`src/rtl/fp_pkg.sv`:
```
`default_nettype none
// ============================================================================
//  Module      : fp_pkg
//  Description : Shared FP definitions: operand class encodings, default
//                IEEE-754 single-precision field widths, exponent bias helper
//                and the state type of the unpack stream buffer.
//  Revision    : 1.0  initial release
// ============================================================================
package fp_pkg;

    localparam int FP_E_WIDTH = 8;
    localparam int FP_M_WIDTH = 23;

    typedef enum logic [2:0] {
        FP_ZERO = 3'd0,
        FP_SUB  = 3'd1,
        FP_NORM = 3'd2,
        FP_INF  = 3'd3,
        FP_QNAN = 3'd4,
        FP_SNAN = 3'd5
    } fp_class_t;

    // Output register / skid occupancy of fp_unpack
    typedef enum logic [1:0] {
        ST_EMPTY = 2'd0,
        ST_ONE   = 2'd1,
        ST_TWO   = 2'd2
    } fp_unpack_state_t;

    function automatic int bias(input int e_width);
        return (2 ** (e_width - 1)) - 1;
    endfunction

endpackage
`default_nettype wire

```
`src/rtl/fp_lzc.sv`:
```
`default_nettype none
// ============================================================================
//  Module      : fp_lzc
//  Description : Combinational leading-zero counter. o_count is the number of
//                zero bits above the most significant set bit of i_data
//                (W when i_data is all zeros).
//  Ports       : i_data  [W-1:0]   value to scan
//                o_count [CW-1:0]  leading-zero count
//  Revision    : 1.0  initial release
// ============================================================================
module fp_lzc #(
    parameter int W  = 23,
    parameter int CW = $clog2(W + 1)
) (
    input  logic [W-1:0]  i_data,
    output logic [CW-1:0] o_count
);

    // Scan upward so the highest set bit is the last one to assign.
    always_comb begin
        o_count = CW'(W);
        for (int i = 0; i < W; i++) begin
            if (i_data[i]) begin
                o_count = CW'(W - 1 - i);
            end
        end
    end

endmodule
`default_nettype wire

```
`src/rtl/fp_unpack.sv`:
```
`default_nettype none
// ============================================================================
//  Module      : fp_unpack
//  Description : FP operand front end. Splits packed IEEE-754 words into
//                sign, extended biased exponent and mantissa with explicit
//                hidden bit, and classifies them. Registered valid/ready
//                stream with a one-entry skid buffer (full throughput).
//  Build macro : FP_UNPACK_SUBNORM_NORM_EN - when defined, subnormals are
//                normalised (negative out_e); otherwise they flush to zero.
//  Ports       : clk, reset (sync, active-low)
//                in_valid/in_ready/in_word    packed {sign, exp, frac} input
//                out_valid/out_ready          output handshake
//                out_sign, out_e, out_m       unpacked fields
//                out_class                    fp_class_t encoding
//  Revision    : 1.0  initial release
// ============================================================================
module fp_unpack
    import fp_pkg::*;
#(
    parameter int E_WIDTH = FP_E_WIDTH,
    parameter int M_WIDTH = FP_M_WIDTH
) (
    input  logic                       clk,
    input  logic                       reset,
    input  logic                       in_valid,
    output logic                       in_ready,
    input  logic [E_WIDTH+M_WIDTH:0]   in_word,
    output logic                       out_valid,
    input  logic                       out_ready,
    output logic                       out_sign,
    output logic [E_WIDTH+1:0]         out_e,
    output logic [M_WIDTH:0]           out_m,
    output logic [2:0]                 out_class
);

    // ------------------------------------------------------------------
    // Field split and decode
    // ------------------------------------------------------------------
    logic               w_sign;
    logic [E_WIDTH-1:0] w_exp;
    logic [M_WIDTH-1:0] w_frac;
    logic [E_WIDTH+1:0] w_dec_e;
    logic [M_WIDTH:0]   w_dec_m;
    fp_class_t          w_dec_class;

    assign w_sign = in_word[E_WIDTH+M_WIDTH];
    assign w_exp  = in_word[E_WIDTH+M_WIDTH-1:M_WIDTH];
    assign w_frac = in_word[M_WIDTH-1:0];

`ifdef FP_UNPACK_SUBNORM_NORM_EN
    localparam int c_lz_w = $clog2(M_WIDTH + 1);

    logic [c_lz_w-1:0]  w_lz;
    logic [M_WIDTH-1:0] w_frac_norm;

    fp_lzc #(
        .W  (M_WIDTH),
        .CW (c_lz_w)
    ) u_lzc (
        .i_data  (w_frac),
        .o_count (w_lz)
    );

    // Leading one lands in the top fraction bit and becomes the hidden bit.
    assign w_frac_norm = w_frac << w_lz;
`endif

    always_comb begin
        w_dec_e     = '0;
        w_dec_m     = '0;
        w_dec_class = FP_ZERO;
        if (w_exp == {E_WIDTH{1'b1}}) begin
            w_dec_e = {2'b00, w_exp};
            w_dec_m = {1'b0, w_frac};
            if (w_frac == '0) begin
                w_dec_class = FP_INF;
            end else if (w_frac[M_WIDTH-1]) begin
                w_dec_class = FP_QNAN;
            end else begin
                w_dec_class = FP_SNAN;
            end
        end else if (w_exp != '0) begin
            w_dec_e     = {2'b00, w_exp};
            w_dec_m     = {1'b1, w_frac};
            w_dec_class = FP_NORM;
        end else if (w_frac != '0) begin
`ifdef FP_UNPACK_SUBNORM_NORM_EN
            // A subnormal's effective exponent is 1; shifting by lz+1 to
            // expose the hidden bit gives 1-(lz+1) = -lz.
            w_dec_e     = (E_WIDTH+2)'(0) - (E_WIDTH+2)'(w_lz);
            w_dec_m     = {w_frac_norm, 1'b0};
            w_dec_class = FP_SUB;
`endif
        end
    end

    // ------------------------------------------------------------------
    // Stream control
    // ------------------------------------------------------------------
    fp_unpack_state_t r_state;
    fp_unpack_state_t w_state_nxt;
    logic             r_in_ready;
    logic             r_out_valid;
    logic             w_accept;
    logic             w_drain;
    logic             w_load_out;
    logic             w_load_skid;
    logic             w_skid_to_out;

    assign w_accept = in_valid && r_in_ready;
    assign w_drain  = r_out_valid && out_ready;

    always_ff @(posedge clk) begin
        if (!reset) begin
            r_state     <= ST_EMPTY;
            r_in_ready  <= 1'b1;
            r_out_valid <= 1'b0;
        end else begin
            r_state     <= w_state_nxt;
            r_in_ready  <= (w_state_nxt != ST_TWO);
            r_out_valid <= (w_state_nxt != ST_EMPTY);
        end
    end

    always_comb begin
        w_state_nxt   = r_state;
        w_load_out    = 1'b0;
        w_load_skid   = 1'b0;
        w_skid_to_out = 1'b0;
        case (r_state)
            ST_EMPTY: begin
                if (w_accept) begin
                    w_load_out  = 1'b1;
                    w_state_nxt = ST_ONE;
                end
            end
            ST_ONE: begin
                if (w_accept && !w_drain) begin
                    w_load_skid = 1'b1;
                    w_state_nxt = ST_TWO;
                end else if (w_drain && !w_accept) begin
                    w_state_nxt = ST_EMPTY;
                end else if (w_accept && w_drain) begin
                    w_load_out  = 1'b1;
                end
            end
            ST_TWO: begin
                if (w_drain) begin
                    w_skid_to_out = 1'b1;
                    w_state_nxt   = ST_ONE;
                end
            end
            default: begin
                w_state_nxt = ST_EMPTY;
            end
        endcase
    end

    // ------------------------------------------------------------------
    // Output register and skid buffer
    // ------------------------------------------------------------------
    logic               r_out_sign;
    logic [E_WIDTH+1:0] r_out_e;
    logic [M_WIDTH:0]   r_out_m;
    logic [2:0]         r_out_class;
    logic               r_skid_sign;
    logic [E_WIDTH+1:0] r_skid_e;
    logic [M_WIDTH:0]   r_skid_m;
    logic [2:0]         r_skid_class;

    always_ff @(posedge clk) begin
        if (!reset) begin
            r_out_sign   <= 1'b0;
            r_out_e      <= '0;
            r_out_m      <= '0;
            r_out_class  <= '0;
            r_skid_sign  <= 1'b0;
            r_skid_e     <= '0;
            r_skid_m     <= '0;
            r_skid_class <= '0;
        end else begin
            if (w_load_out) begin
                r_out_sign  <= w_sign;
                r_out_e     <= w_dec_e;
                r_out_m     <= w_dec_m;
                r_out_class <= w_dec_class;
            end else if (w_skid_to_out) begin
                r_out_sign  <= r_skid_sign;
                r_out_e     <= r_skid_e;
                r_out_m     <= r_skid_m;
                r_out_class <= r_skid_class;
            end
            if (w_load_skid) begin
                r_skid_sign  <= w_sign;
                r_skid_e     <= w_dec_e;
                r_skid_m     <= w_dec_m;
                r_skid_class <= w_dec_class;
            end
        end
    end

    assign in_ready  = r_in_ready;
    assign out_valid = r_out_valid;
    assign out_sign  = r_out_sign;
    assign out_e     = r_out_e;
    assign out_m     = r_out_m;
    assign out_class = r_out_class;

endmodule
`default_nettype wire

```
`config.mk`:
```
export PLATFORM = sky130hd
export DESIGN_NAME = fp_unpack
export DESIGN_NICKNAME = d
export VERILOG_FILES = /design/src/rtl/fp_pkg.sv /design/src/rtl/fp_lzc.sv /design/src/rtl/fp_unpack.sv
export SDC_FILE = /design/constraint.sdc
export NUM_CORES = 1
export LEC_CHECK = 0
export ABC_AREA = 0
export CORE_MARGIN = 2
export CORE_UTILIZATION = 53
export DETAILED_ROUTE_END_ITERATION = 8
export HOLD_SLACK_MARGIN = 0.06
export PLACE_DENSITY_LB_ADDON = 0.15
export SLEW_MARGIN = 20
export SYNTH_ARGS = -nofsm -noshare
export SYNTH_HDL_FRONTEND = slang
export SYNTH_SLANG_ARGS = --single-unit
```
`constraint.sdc`:
```
create_clock -name clk -period 2.2 [get_ports clk]
set_input_delay 0.22 -clock clk [delete_from_list [all_inputs] [get_ports clk]]
set_output_delay 0.22 -clock clk [all_outputs]
set_load 0.1 [all_outputs]
```
==> flow_metrics.tcl <==
set metrics [dict create \
    cts_root_buf "clkbuf_8" \
    clkTransAtPathRegs_ns 0.08 \
    synth_mux_area_share_pct 1.017 \
    netlist_top_cells_count "92 x nand2_1, 76 x dfxtp_1, 53 x a21oi_1, 23 x a22oi_1, 21 x nor2_1" \
    drt_iter0_drc 132 \
    clkPwrFrac_pct 33.7 \
    via_per_inst 5.603 \
    grt_max_degree 25 \
    p_sw_share_pct 33.91 \
    comb_power_share_pct 27.3 \
    die-area_sq_um 6674 \
    port_buffers 73 \
    max_freq_ghz 0.5159 \
    layout-drive-gt1-share_pct 19.39 \
    setup_violations 0 \
    fill_cells 485 \
    highest_layer "met4" \
    path_cells "a21bo_4, a211oi_2, a22oi_1, nor2_1" \
    netlist.area_leader.share_pct 47.56 \
    yosys_warnings 0 \
    final_hold_viol_count 0 \
    final_cell_area_sq_um 4197 \
    routed_wl_microns 8396 \
    start_util_pct 54.36 \
    syn_area_per_cell_sq_um 8.509 \
    outcome "complete, no violations" \
    cts.path.max_buffers 2 \
    placed_cell_area_sq_um 3946 \
    drv_slew 0 \
    power_density_nw_per_um2 935.9 \
    num_io_pins 76 \
    maxCapViolCount 0 \
    gp_congestion 0.8385 \
    grt_overflow 0 \
    synth_xor_area_share_pct 0 \
    hold-worst-slack_ns 0.4529 \
    synthSimpleGateAreaFrac_pct 21.43 \
    synth_compound_area_share_pct 24.68 \
    grt_pass1_vias 2836 \
    relSlewSlack_pct 25.92 \
    wl_met3_microns 481 \
    total_power_mw 3.928 \
    die_h_microns 81.70 \
    first_pass_iters 5 \
    die-width_microns 81.70 \
    path_class "reg2reg" \
    fin_crit_sh_pct 88.11 \
    endpoint_kind "register" \
    startpoint_type "register" \
    cp_data_required_time_ns 2.48 \
    hpwl_microns 5705 \
    wire_per_inst_microns 15.72 \
    finalCriticalPeriod_ns 1.938 \
    yosysMostFrequentCell "nand2_1" \
    finClkSkew_ns 0.01067 \
    drc 0 \
    irDropWorstVdd_mv 0.5864 \
    worst_slew_pin_slew_ns 1.109 \
    path_max_fanout 16 \
    syn_inst 376 \
    route.met2.wl_microns 4064 \
    vias 2992 \
    yosysUniqueCellTypes 44 \
    switchingPower_mw 1.332 \
    finalCoreUtilization_pct 71.30 \
    coreArea_sq_um 5886 \
    synth_area_sq_um 3199 \
    max_stage_delay_ns 0.86 \
    synth_edf_count 0 \
    synth_top_flop_cell "dfxtp_1" \
    min_path_type "reg2reg" \
    wl_met1_microns 3744 \
    cts.sinks 76 \
    nets 490 \
    cts_tree "done" \
    htree_levels 3 \
    synth_top_area_cell "dfxtp_1" \
    grt_pass1_wl_microns 13250 \
    postCtsSetupBuffers 0 \
    cts_hold_buffers 0 \
    p_int_mw 2.596 \
    synth-adder-area-share_pct 0 \
    ys_seq_area_share_pct 47.56 \
    clock_latency_ns 0.35 \
    diodes 0 \
    antenna_found_initial 0 \
    slowest_stage "a211oi_2" \
    rows 28 \
    cts_resized 0 \
    grt_use_total_pct 26.28 \
    synth_top_family_by_area "compound AO/OA/AOI/OAI gates" \
    p_leak_nw 1.628 \
    ant_nets 0 \
    rsz0062_at_grt "false" \
    async_flop_share_pct 0 \
    ys_ff_latch 76 \
    synthToLayoutAreaGrowth_pct 31.17 \
    crit_arrival_ns 2.22 \
    cts-buffers-inserted 9 \
    seq_power_share_pct 39.1 \
    synth_top_cells_by_area "dfxtp_1 48%, nand2_1 11%, a21oi_1 8.3%" \
]
[stage by stage]
| step | worst slack (ns) | TNS [ns] | cells |
|---|---|---|---|
| finish | 0.2617 | 0 | 534 |
| CTS | 0.2594 | 0 | 534 |
| global placement | 0.03347 | 0 | 518 |
| detailed placement | -0.009655 | -0.009655 | 518 |
| global route | 0.1310 | 0 | 534 |
| floorplan | 0.04783 | 0 | 377 |
[cell usage in the layout, fill, tap and decap left out, types with 2 or more instances in the layout]
cell / Yosys / routed
a211oi_2: 2 / 2
a21oi_1: 53 / 53
a22oi_1: 23 / 23
a2bb2oi_1: 15 / 15
a311oi_1: 10 / 10
a31oi_1: 2 / 2
and3_1: 2 / 2
buf_4: 6 / 61
bufinv_16: 0 / 3
clkbuf_8: 0 / 11
clkdlybuf4s50_1: 0 / 35
conb_1: 1 / 2
dfxtp_1: 76 / 76
mux2_2: 2 / 2
nand2_1: 92 / 92
nand3_1: 11 / 11
nand4_1: 3 / 3
nor2_1: 21 / 21
nor3_1: 2 / 2
nor4_1: 5 / 5
nor4_4: 2 / 2
o41ai_1: 3 / 3
[routing by layer]
metal / up-vias / track usage (%)
met5: - / 0
met4: 0 / 10.33
met3: 8 / 5.714
met2: 88 / 43.52
met1: 1404 / 33.47
li1: 1492 / -
[worst paths after layout]
check / end / slack [ns] / from / depth (start not counted)
worst min register to register: r_skid_class[0] / 0.45 / r_skid_class[0] / 2
worst max-delay path: r_skid_m[13] / 0.26 / r_state[0] / 4
worst min-delay path: r_skid_class[0] / 0.45 / r_skid_class[0] / 2
worst max register to register: r_skid_m[13] / 0.26 / r_state[0] / 4
[power by group through the flow]
stage	clock network (mW)	registers, mW	logic (mW)
detailed placement	0	1.56	1.07
CTS	1.33	1.53	1.07
finish	1.32	1.53	1.07
floorplan	0	2.02	0.327
global route	1.38	1.55	1.13
global placement	0	1.56	1.06
[area by class of cell]
type                       count  area [sq um]  area share (%)
sequential                    76          1521           36.26
multi-input combinational    269          1515           36.11
timing repair buffer          96         808.3           19.26
clock buffer                  12         155.1           3.697
clock inverter                 4         95.09           2.266
tap                           75         93.84           2.236
inverter                       2         7.507          0.1789
[registers in the layout, summed over array words and instances, names as in the netlist]
register	count
out_e	8
r_skid_m	24
out_valid	1
out_m	24
r_skid_sign	1
r_skid_e	8
in_ready	1
r_skid_class	3
r_state	2
out_class	3
out_sign	1
[cell families (layout without fill, tap and decap cells)]
kind of cell    count (synthesis)  in the layout
buf+inv                        32            114
flops                          76             76
mux                             3              3
simple gates                  149            149
other cells                     1              2
compound gates                115            115
[worst max-delay path: cells and delay by family (launching register included)]
family | cells | cell delay (ns)
DFF | 1 | 0.42
AOI/OAI and AO/OA | 3 | 1.31
and+or+nand+nor | 1 | 0.15
Note: power is estimated with default switching activity, not from simulation.
